==> src/rtl/div_sequencer_pkg.sv <==
// Shared types for the multi-cycle divider sequencer.
// State encoding and DIV/DIVU function codes.
package div_sequencer_pkg;

    typedef enum logic [1:0] {
        S_IDLE = 2'd0,
        S_PREP = 2'd1,
        S_RUN  = 2'd2,
        S_FIN  = 2'd3
    } state_e;

    localparam logic [5:0] FUNCT_DIV  = 6'h1a;
    localparam logic [5:0] FUNCT_DIVU = 6'h1b;

endpackage

==> src/rtl/div_step.sv <==
// One restoring shift-subtract division iteration.
// Shifts a dividend bit into the partial remainder and trial-subtracts.
module div_step #(
    parameter int WIDTH = 32
) (
    input  logic [WIDTH-1:0] rem_i,
    input  logic [WIDTH-1:0] div_i,
    input  logic             bit_i,
    output logic [WIDTH-1:0] rem_o,
    output logic             q_o
);

    logic [WIDTH:0] shf;
    logic [WIDTH:0] dif;

    // trial subtract; a clear borrow bit means the divisor fits
    always_comb begin
        shf   = {rem_i, bit_i};
        dif   = shf - {1'b0, div_i};
        q_o   = ~dif[WIDTH];
        rem_o = q_o ? dif[WIDTH-1:0] : shf[WIDTH-1:0];
    end

endmodule

==> src/rtl/div_sequencer.sv <==
// Multi-cycle DIV/DIVU sequencer: IDLE -> PREP -> RUN x WIDTH -> FIN.
// Holds the pipeline via stall and pulses done with the HI/LO result.
module div_sequencer
    import div_sequencer_pkg::*;
#(
    parameter int WIDTH = 32
) (
    input  logic             clk,
    input  logic             resetn,
    input  logic             start,
    input  logic             is_signed,
    input  logic [WIDTH-1:0] a,
    input  logic [WIDTH-1:0] b,
    input  logic             flush,
    output logic             stall,
    output logic             done,
    output logic [WIDTH-1:0] lo,
    output logic [WIDTH-1:0] hi
);

    localparam int CW = $clog2(WIDTH);
    localparam logic [CW-1:0] LAST = CW'(WIDTH - 1);

    state_e           state_q, state_d;
    logic [CW-1:0]    cnt_q, cnt_d;
    logic             qneg_q, qneg_d;
    logic             rneg_q, rneg_d;
    logic             dz_q, dz_d;
    logic [WIDTH-1:0] div_q, div_d;
    logic [WIDTH-1:0] rem_q, rem_d;
    logic [WIDTH-1:0] quo_q, quo_d;
    logic [WIDTH-1:0] lo_q, lo_d;
    logic [WIDTH-1:0] hi_q, hi_d;

    logic [WIDTH-1:0] a_abs;
    logic [WIDTH-1:0] b_abs;
    logic [WIDTH-1:0] step_rem;
    logic             step_q;
    logic [WIDTH-1:0] res_lo;
    logic [WIDTH-1:0] res_hi;

    div_step #(
        .WIDTH (WIDTH)
    ) u_step (
        .rem_i (rem_q),
        .div_i (div_q),
        .bit_i (quo_q[WIDTH-1]),
        .rem_o (step_rem),
        .q_o   (step_q)
    );

    // operand magnitudes and sign-corrected result
    always_comb begin
        a_abs  = (is_signed & a[WIDTH-1]) ? -a : a;
        b_abs  = (is_signed & b[WIDTH-1]) ? -b : b;
        res_lo = dz_q ? '1 : (qneg_q ? -quo_q : quo_q);
        res_hi = rneg_q ? -rem_q : rem_q;
    end

    // FIN shows the fresh result; otherwise the committed HI/LO
    always_comb begin
        done  = resetn & (state_q == S_FIN) & ~flush;
        stall = resetn & (((state_q == S_IDLE) & start & ~flush)
                | (state_q == S_PREP) | (state_q == S_RUN));
        lo    = done ? res_lo : lo_q;
        hi    = done ? res_hi : hi_q;
    end

    // next-state and datapath update
    always_comb begin
        state_d = state_q;
        cnt_d   = cnt_q;
        qneg_d  = qneg_q;
        rneg_d  = rneg_q;
        dz_d    = dz_q;
        div_d   = div_q;
        rem_d   = rem_q;
        quo_d   = quo_q;
        lo_d    = lo_q;
        hi_d    = hi_q;
        unique case (state_q)
            S_IDLE: begin
                if (start & ~flush) begin
                    state_d = S_PREP;
                    quo_d   = a_abs;
                    div_d   = b_abs;
                    rem_d   = '0;
                    qneg_d  = is_signed & (a[WIDTH-1] ^ b[WIDTH-1]);
                    rneg_d  = is_signed & a[WIDTH-1];
                    dz_d    = 1'b0;
                    cnt_d   = '0;
                end
            end
            S_PREP: begin
                cnt_d = '0;
                if (div_q == '0) begin
                    // remainder becomes |a|, re-signed to a in FIN
                    state_d = S_FIN;
                    dz_d    = 1'b1;
                    rem_d   = quo_q;
                end else begin
                    state_d = S_RUN;
                end
            end
            S_RUN: begin
                rem_d = step_rem;
                quo_d = {quo_q[WIDTH-2:0], step_q};
                cnt_d = cnt_q + 1'b1;
                if (cnt_q == LAST) state_d = S_FIN;
            end
            S_FIN: begin
                state_d = S_IDLE;
                lo_d    = res_lo;
                hi_d    = res_hi;
            end
            default: state_d = S_IDLE;
        endcase
        if (flush) begin
            state_d = S_IDLE;
            lo_d    = lo_q;
            hi_d    = hi_q;
        end
    end

    // state and datapath registers
    always_ff @(posedge clk or negedge resetn) begin
        if (!resetn) begin
            state_q <= S_IDLE;
            cnt_q   <= '0;
            qneg_q  <= 1'b0;
            rneg_q  <= 1'b0;
            dz_q    <= 1'b0;
            div_q   <= '0;
            rem_q   <= '0;
            quo_q   <= '0;
            lo_q    <= '0;
            hi_q    <= '0;
        end else begin
            state_q <= state_d;
            cnt_q   <= cnt_d;
            qneg_q  <= qneg_d;
            rneg_q  <= rneg_d;
            dz_q    <= dz_d;
            div_q   <= div_d;
            rem_q   <= rem_d;
            quo_q   <= quo_d;
            lo_q    <= lo_d;
            hi_q    <= hi_d;
        end
    end

endmodule
==> config.mk <==
export PLATFORM = sky130hd
export DESIGN_NAME = div_sequencer
export DESIGN_NICKNAME = d
export VERILOG_FILES = /design/src/rtl/div_sequencer_pkg.sv /design/src/rtl/div_step.sv /design/src/rtl/div_sequencer.sv
export SDC_FILE = /design/constraint.sdc
export NUM_CORES = 1
export LEC_CHECK = 0
export BUFFER_PORTS_ARGS = -buffer_cell sky130_fd_sc_hd__buf_2
export CAP_MARGIN = 20
export CELL_PAD_IN_SITES_DETAIL_PLACEMENT = 1
export CELL_PAD_IN_SITES_GLOBAL_PLACEMENT = 1
export CORE_MARGIN = 2
export CORE_UTILIZATION = 30
export CTS_BUF_LIST = sky130_fd_sc_hd__clkbuf_16
export CTS_CLUSTER_DIAMETER = 150
export DETAILED_ROUTE_END_ITERATION = 10
export GPL_ROUTABILITY_DRIVEN = 1
export GPL_TIMING_DRIVEN = 0
export PLACE_DENSITY_LB_ADDON = 0.1
export SLEW_MARGIN = 5
export SYNTH_ARGS = -nofsm -noshare
export SYNTH_HDL_FRONTEND = slang
export SYNTH_SLANG_ARGS = --single-unit
==> constraint.sdc <==
create_clock -name clk -period 6.9 [get_ports clk]
set_input_delay 1.38 -clock clk [delete_from_list [all_inputs] [get_ports clk]]
set_output_delay 1.38 -clock clk [all_outputs]
set_load 0.005 [all_outputs]
==> results of run 1 <==
-- flip-flops by register name, summed over array words and instances (netlist names) --
signal / cells
div_q: 32
hi_q: 32
lo_q: 32
quo_q: 32
rem_q: 32
cnt_q: 5
state_q: 2
dz_q: 1
qneg_q: 1
rneg_q: 1
-- worst max-delay path, cell delays in order --
cell	delay [ns]
buf_8	0.49
buf_16	0.39
inv_1	0.21
or2_2	0.38
clkbuf_1	0.28
clkbuf_1	0.29
clkbuf_1	0.31
o21ai_0	0.24
buf_2	0.15
-- per-layer routing --
metal  global-route usage [%]  up-vias  share of wire [%]  routed length (um)
met5                        0        -                  0                   0
met4                     4.56        0                1.2                 576
met3                     2.94       31                3.3                1610
met2                     35.5      202                 44               21600
met1                     33.3     6087                 51               24900
li1                         -     6040                  -                   -
-- kinds of logic (layout without fill, tap and decap cells) --
group | count (synthesis) | in the layout | share of synthesized area [%]
AOI/OAI and AO/OA | 508 | 508 | 23.6
adders and majority gates | 45 | 45 | 4.55
and+or+nand+nor | 570 | 570 | 20.9
DFF | 170 | 170 | 33.9
muxes | 29 | 29 | 2.33
xor gates and xnor gates | 140 | 140 | 9.78
buffers and inverters | 164 | 332 | 4.95
-- where the power goes --
group	leakage, uW	switching, uW	internal [uW]
combinational	0.00375	2940	1730
sequential	0.00218	616	1390
clock	0.000290	473	536
-- layout by cell type, fill, tap and decap left out, types with 4 or more instances in the layout --
master,instances
nand3_1,23
o21ai_0,247
buf_1,7
a21o_1,4
inv_1,67
nor3_1,20
or3_1,21
o21ai_1,5
clkbuf_1,88
mux2i_1,28
ha_1,44
nor2_1,139
nand2_1,254
or4_1,11
and3_1,14
inv_6,4
or2_2,8
xnor2_1,80
nand4_1,8
nor2b_1,8
a21boi_0,4
nor4_1,23
a211oi_1,11
a21oi_1,107
o31ai_1,38
o22ai_1,15
clkbuf_16,17
a31oi_1,16
buf_2,137
nand2b_1,9
dfrtp_1,170
xor2_1,60
o21a_1,13
o41ai_1,13
and2_1,8
o221ai_1,5
-- stage by stage --
| step | setup TNS, ns | cells | total power [uW] | setup slack (ns) | utilization, % |
|---|---|---|---|---|---|
| 4_1_cts | 0 | 2325 | 7690 | 1.11 | 35.3 |
| 3_3_place_gp | -85.53 | 2292 | 6550 | -1.60 | 33.8 |
| 5_1_grt | 0 | 2326 | 8330 | 0.895 | 35.3 |
| 6_report | 0 | 2326 | 7690 | 1.27 | 35.3 |
| 3_5_place_dp | 0 | 2293 | 6650 | 1.12 | 33.9 |
| 2_1_floorplan | 0 | 1626 | 4960 | 2.85 | - |
-- final cells by class --
class	instances	area, um^2
clock inverter	15	151
fill	5098	26500
inverter	65	244
sequential	170	4250
timing repair buffer	136	713
multi-input combinational	1292	7660
tap	532	666
buffer	99	377
clock buffer	17	425
-- worst min-delay path by stage --
stage / from / to / slack (ns) / depth (start not counted)
after floorplan: cnt_q[4] / cnt_q[4] / 0.45 / 2
after global placement: hi_q[30] / hi_q[30] / 0.46 / 2
after detailed placement: cnt_q[4] / cnt_q[4] / 0.47 / 2
after CTS: cnt_q[4] / cnt_q[4] / 0.48 / 2
after global routing: lo_q[24] / lo_q[24] / 0.52 / 2
final: cnt_q[4] / cnt_q[4] / 0.48 / 2
==> results.yml, run 1 <==
critical_path:
  startpoint: "resetn"
  rr_startpoint: "quo_q[31]"
  r2r-end: "rem_q[21]"
  criticalPathCategory: "in2out"
  r2r_cells: 13
  arrival_ns: 4.25
  crit_required_ns: 5.52
  r2r_slack_ns: 3.15
  cp-start-kind: "input pin"
  critPathCapture: "hi[0]"
  critPathMaxFanout: 89
  worst_setup_path_end_kind: "output pin"
final_layout:
  fin_area_um2: 14500
  layout-drive-gt1-share_pct: 10.3
  antenna_cells: 0
  fin_nets: 1895
  syn_to_final_growth_pct: 15.6
synthesis:
  synth_most_common_cell: "nand2_1"
  syn_inst: 1626
  synthFlopType: "dfrtp_1"
  synth_area_um2: 12500
  synth_seq_area_share_pct: 33.9
  synth-edff-count: 0
  syn_nets: 1740
  synth_top_area_share_pct: 33.9
  syn_avg_cell_area_um2: 7.71
  yosys_warnings: 0
  yosys-top-cells-area: "dfrtp_1 (34%), o21ai_0 (9.9%), nand2_1 (7.6%)"
  synthTopCellsByCount: "nand2_1 (254), o21ai_0 (247), dfrtp_1 (170)"
  synth-async-reset-ratio_pct: 100
  synth_seq_cells: 170
  ys_types: 69
  yosysTopAreaCell: "dfrtp_1"
routing:
  avgViaCountPerCell: 5.31
  antenna_left: 0
  drt-initial-drc-count: 683
  wl_per_cell_um: 20.9
  vias: 12400
  first_pass_iters: 5
  drc: 0
  drt_wl_total_um: 48600
worst_hold_path:
  hp-class: "reg2reg"
floorplanning:
  ios: 135
  num_rows: 74
  dieHeight_um: 208
  initial_core_util_pct: 30.6
  die_w_um: 208
  die-area_um2: 43400
  core_region_area_um2: 41000
sta:
  period_share_pct: 81.7
  worst_slew_pin_slew_ns: 0.971
  finalMaxSlewViolations: 0
  fin_crit_ns: 5.63
  rsz0062_at_grt: "false"
  slew_headroom_pct: 33.6
  fin_skew_ns: 0.0128
  whs_ns: 0.477
  fmax_mhz: 177
  hold_violations: 0
  setup_viol: 0
placement:
  dpl.hpwl_um: 38500
  place.gp.congestion: 0.887
  post_dp_cell_area_um2: 13900
  portBuffers: 134
global_routing:
  grt_usage_pct: 22.7
  grt_pass1_wl_um: 76200
  first_global_vias: 12700
  grt_max_degree: 90
  antenna_found_initial: 0
  overflow: 0
outcome:
  status: "finished, final reports clean"
clock_network:
  clock_latency_ns: 0.47
  post_cts_buffers: 0
  ctsHtreeMaxLevel: 4
  postCtsHoldBufs: 0
  clockRootBuffer: "clkbuf_16"
  cts_sinks: 170
  cts_buffer_depth: 2
  cts_made_buffers: 17
  post_cts_resized: 0
  clk_pin_slew_ns: 0.07
  cts_tree: "done"
power:
  cellPowerDensity_nw_per_um2: 531
  ir_worst_vdd_uv: 230
  p_leak_uw: 0.00622
job:
  maxCapViolations: 0
Note: power is estimated with default switching activity, not from simulation.
==> run 2: changes to the inputs <==
==> constraint.sdc (replaced) <==
create_clock -name clk -period 4.5 [get_ports clk]
set_input_delay 0.9 -clock clk [delete_from_list [all_inputs] [get_ports clk]]
set_output_delay 0.9 -clock clk [all_outputs]
set_load 0.005 [all_outputs]
==> run 2 against run 1 <==
Compared with the run above: routed wire length increased by 1.2%; clock power is 53% higher; core utilization is 0.46 points higher; flip-flop and latch count unchanged; first-iteration DRC count decreased by 9.8%; sequential share of layout area shrank 0.34 points; global-route usage rose by 0.12 points; hold slack worse by 0.18 ns; clock skew is 0.00094 ns higher; combinational power rose by 56%; critical path type is now reg2out; highest routed layer unchanged.
==> results.yml, run 2 (synthesized netlist as in run 1, its figures left out) <==
power:
  comb_power_share_pct: 61.1
  p_seq_share_pct: 25.9
  ir_worst_vdd_uv: 349
  p_switching_uw: 6240
  power_uw: 11900
  p_sw_share_pct: 52.3
  p_clk_share_pct: 13.0
  p_int_uw: 5680
  p_leak_uw: 0.00631
  cellPowerDensity_nw_per_um2: 812
job:
  maxCapViolations: 0
sta:
  fin_crit_ns: 4.42
  hold_violations: 0
  finalMaxSlewViolations: 0
  rsz0062_at_grt: "true"
  period_share_pct: 98.3
  slew_headroom_pct: 34.1
  worst_slew_pin_slew_ns: 0.963
  fmax_mhz: 226
  setup_viol: 0
  whs_ns: 0.300
  fin_skew_ns: 0.0138
routing:
  wl_per_cell_um: 21.0
  avgViaCountPerCell: 5.31
  drc: 0
  vias: 12400
  drt_wl_total_um: 49200
  first_pass_iters: 5
  drt-initial-drc-count: 616
  antenna_left: 0
clock_network:
  cts_made_buffers: 17
  cts_tree: "done"
  cts_buffer_depth: 2
  clk_pin_slew_ns: 0.08
  clockRootBuffer: "clkbuf_16"
  ctsHtreeMaxLevel: 4
  clock_latency_ns: 0.47
  cts_sinks: 170
  postCtsHoldBufs: 0
floorplanning:
  die_w_um: 208
  ios: 135
  initial_core_util_pct: 30.6
  die-area_um2: 43400
  core_region_area_um2: 41000
  dieHeight_um: 208
  num_rows: 74
final_layout:
  fin_nets: 1905
  layout-drive-gt1-share_pct: 11.4
  final_common_cell: "nand2_1"
  final_cell_mix: "nand2_1 (254), o21ai_0 (246), dfrtp_1 (166)"
  post-route-util_pct: 35.8
  fillers: 5087
  syn_to_final_growth_pct: 17.1
global_routing:
  grt_usage_pct: 22.8
  overflow: 0
  first_global_vias: 12700
  antenna_found_initial: 0
  grt_max_degree: 91
  grt_pass1_wl_um: 76600
critical_path:
  worst_setup_path_end_kind: "output pin"
  worstPathCellList: "or4_4 > nor4_4 > or3b_4 > or3_4 > or3_4 > o31ai_4 > xor2_2 > o21ai_1 > buf_2"
  criticalPathCategory: "reg2out"
  cpMostUsedCell: "or3_4"
  slowest_delay_ns: 0.57
  cp-start-kind: "flop"
  arrival_ns: 3.52
  critPathMaxFanout: 4
  crit_required_ns: 3.60
  crit_slowest_cell: "or4_4"
placement:
  portBuffers: 134
  dpl.hpwl_um: 38500
  place.gp.congestion: 0.887
outcome:
  status: "finished, final reports clean"
worst_hold_path:
  hp-class: "in2async"
[run 2: layout make-up]
| type | count | area (um^2) | share of cell area [%] |
|---|---|---|---|
| repair buffers | 147 | 851 | 5.80 |
| diodes | 1 | 2.50 | 0.0171 |
| inverters | 65 | 244 | 1.66 |
| flip-flops and latches | 170 | 4260 | 29.0 |
| clock buffers | 17 | 425 | 2.90 |
| plain buffers | 98 | 374 | 2.55 |
| clock inverters | 15 | 151 | 1.03 |
| multi-input cells | 1292 | 7700 | 52.5 |
| well taps | 532 | 666 | 4.54 |
[run 2: path summary, 6_finish.rpt]
kind | from | end | slack [ns] | depth (start not counted)
max | rem_q[13] | hi[29] | 0.08 | 9
max reg2reg | quo_q[31] | rem_q[21] | 0.74 | 13
max in group asynchronous | resetn | quo_q[23] | 3.54 | 2
min | resetn | rem_q[9] | 0.30 | 1
min reg2reg | cnt_q[4] | cnt_q[4] | 0.48 | 2
min in group clk | cnt_q[4] | cnt_q[4] | 0.48 | 2
[run 2: worst max-delay path: cells and delay by family (launching register included)]
family                 cells  cell delay, ns
AND/OR/NAND/NOR            5            1.97
buffers and inverters      1            0.15
flip-flops                 1            0.43
XOR/XNOR                   1            0.20
AO/OA/AOI/OAI              2            0.30
[run 2: layer usage]
metal  GRT usage, %  wire (um)  vias up
met5              0          0        -
met4           4.61        619        0
met3           2.96       1650       31
met2           35.6      21700      209
met1           33.5      25200     6103
li1               -          -     6059
[run 2: timing repair]
item	CTS	global route
pin swaps	1	3
resized for setup	7	9
setup endpoints to repair	44	11
cloned	1	1
buffers inserted	1	8
[run 2: power by group through the flow]
| stage | Clock, uW | Combinational, uW | Sequential [uW] |
|---|---|---|---|
| finish | 1550 | 7280 | 3090 |
| global route | 1640 | 8070 | 3180 |
| CTS | 1580 | 7170 | 3070 |
| detailed placement | 0 | 7110 | 3090 |
| global placement | 0 | 6970 | 3060 |
| floorplan | 0 | 4970 | 2640 |
[run 2: metrics by stage]
step | cells | setup slack (ns) | instance area (um^2) | TNS (ns)
finish | 2337 | 0.0768 | 14700 | 0
global route | 2336 | -0.0666 | 14700 | -0.0891
CTS | 2327 | 0.00940 | 14500 | 0
detailed placement | 2293 | -0.321 | 13900 | -4.28
global placement | 2292 | -3.04 | 13900 | -270.65
floorplan | 1626 | 0.926 | 12500 | 0
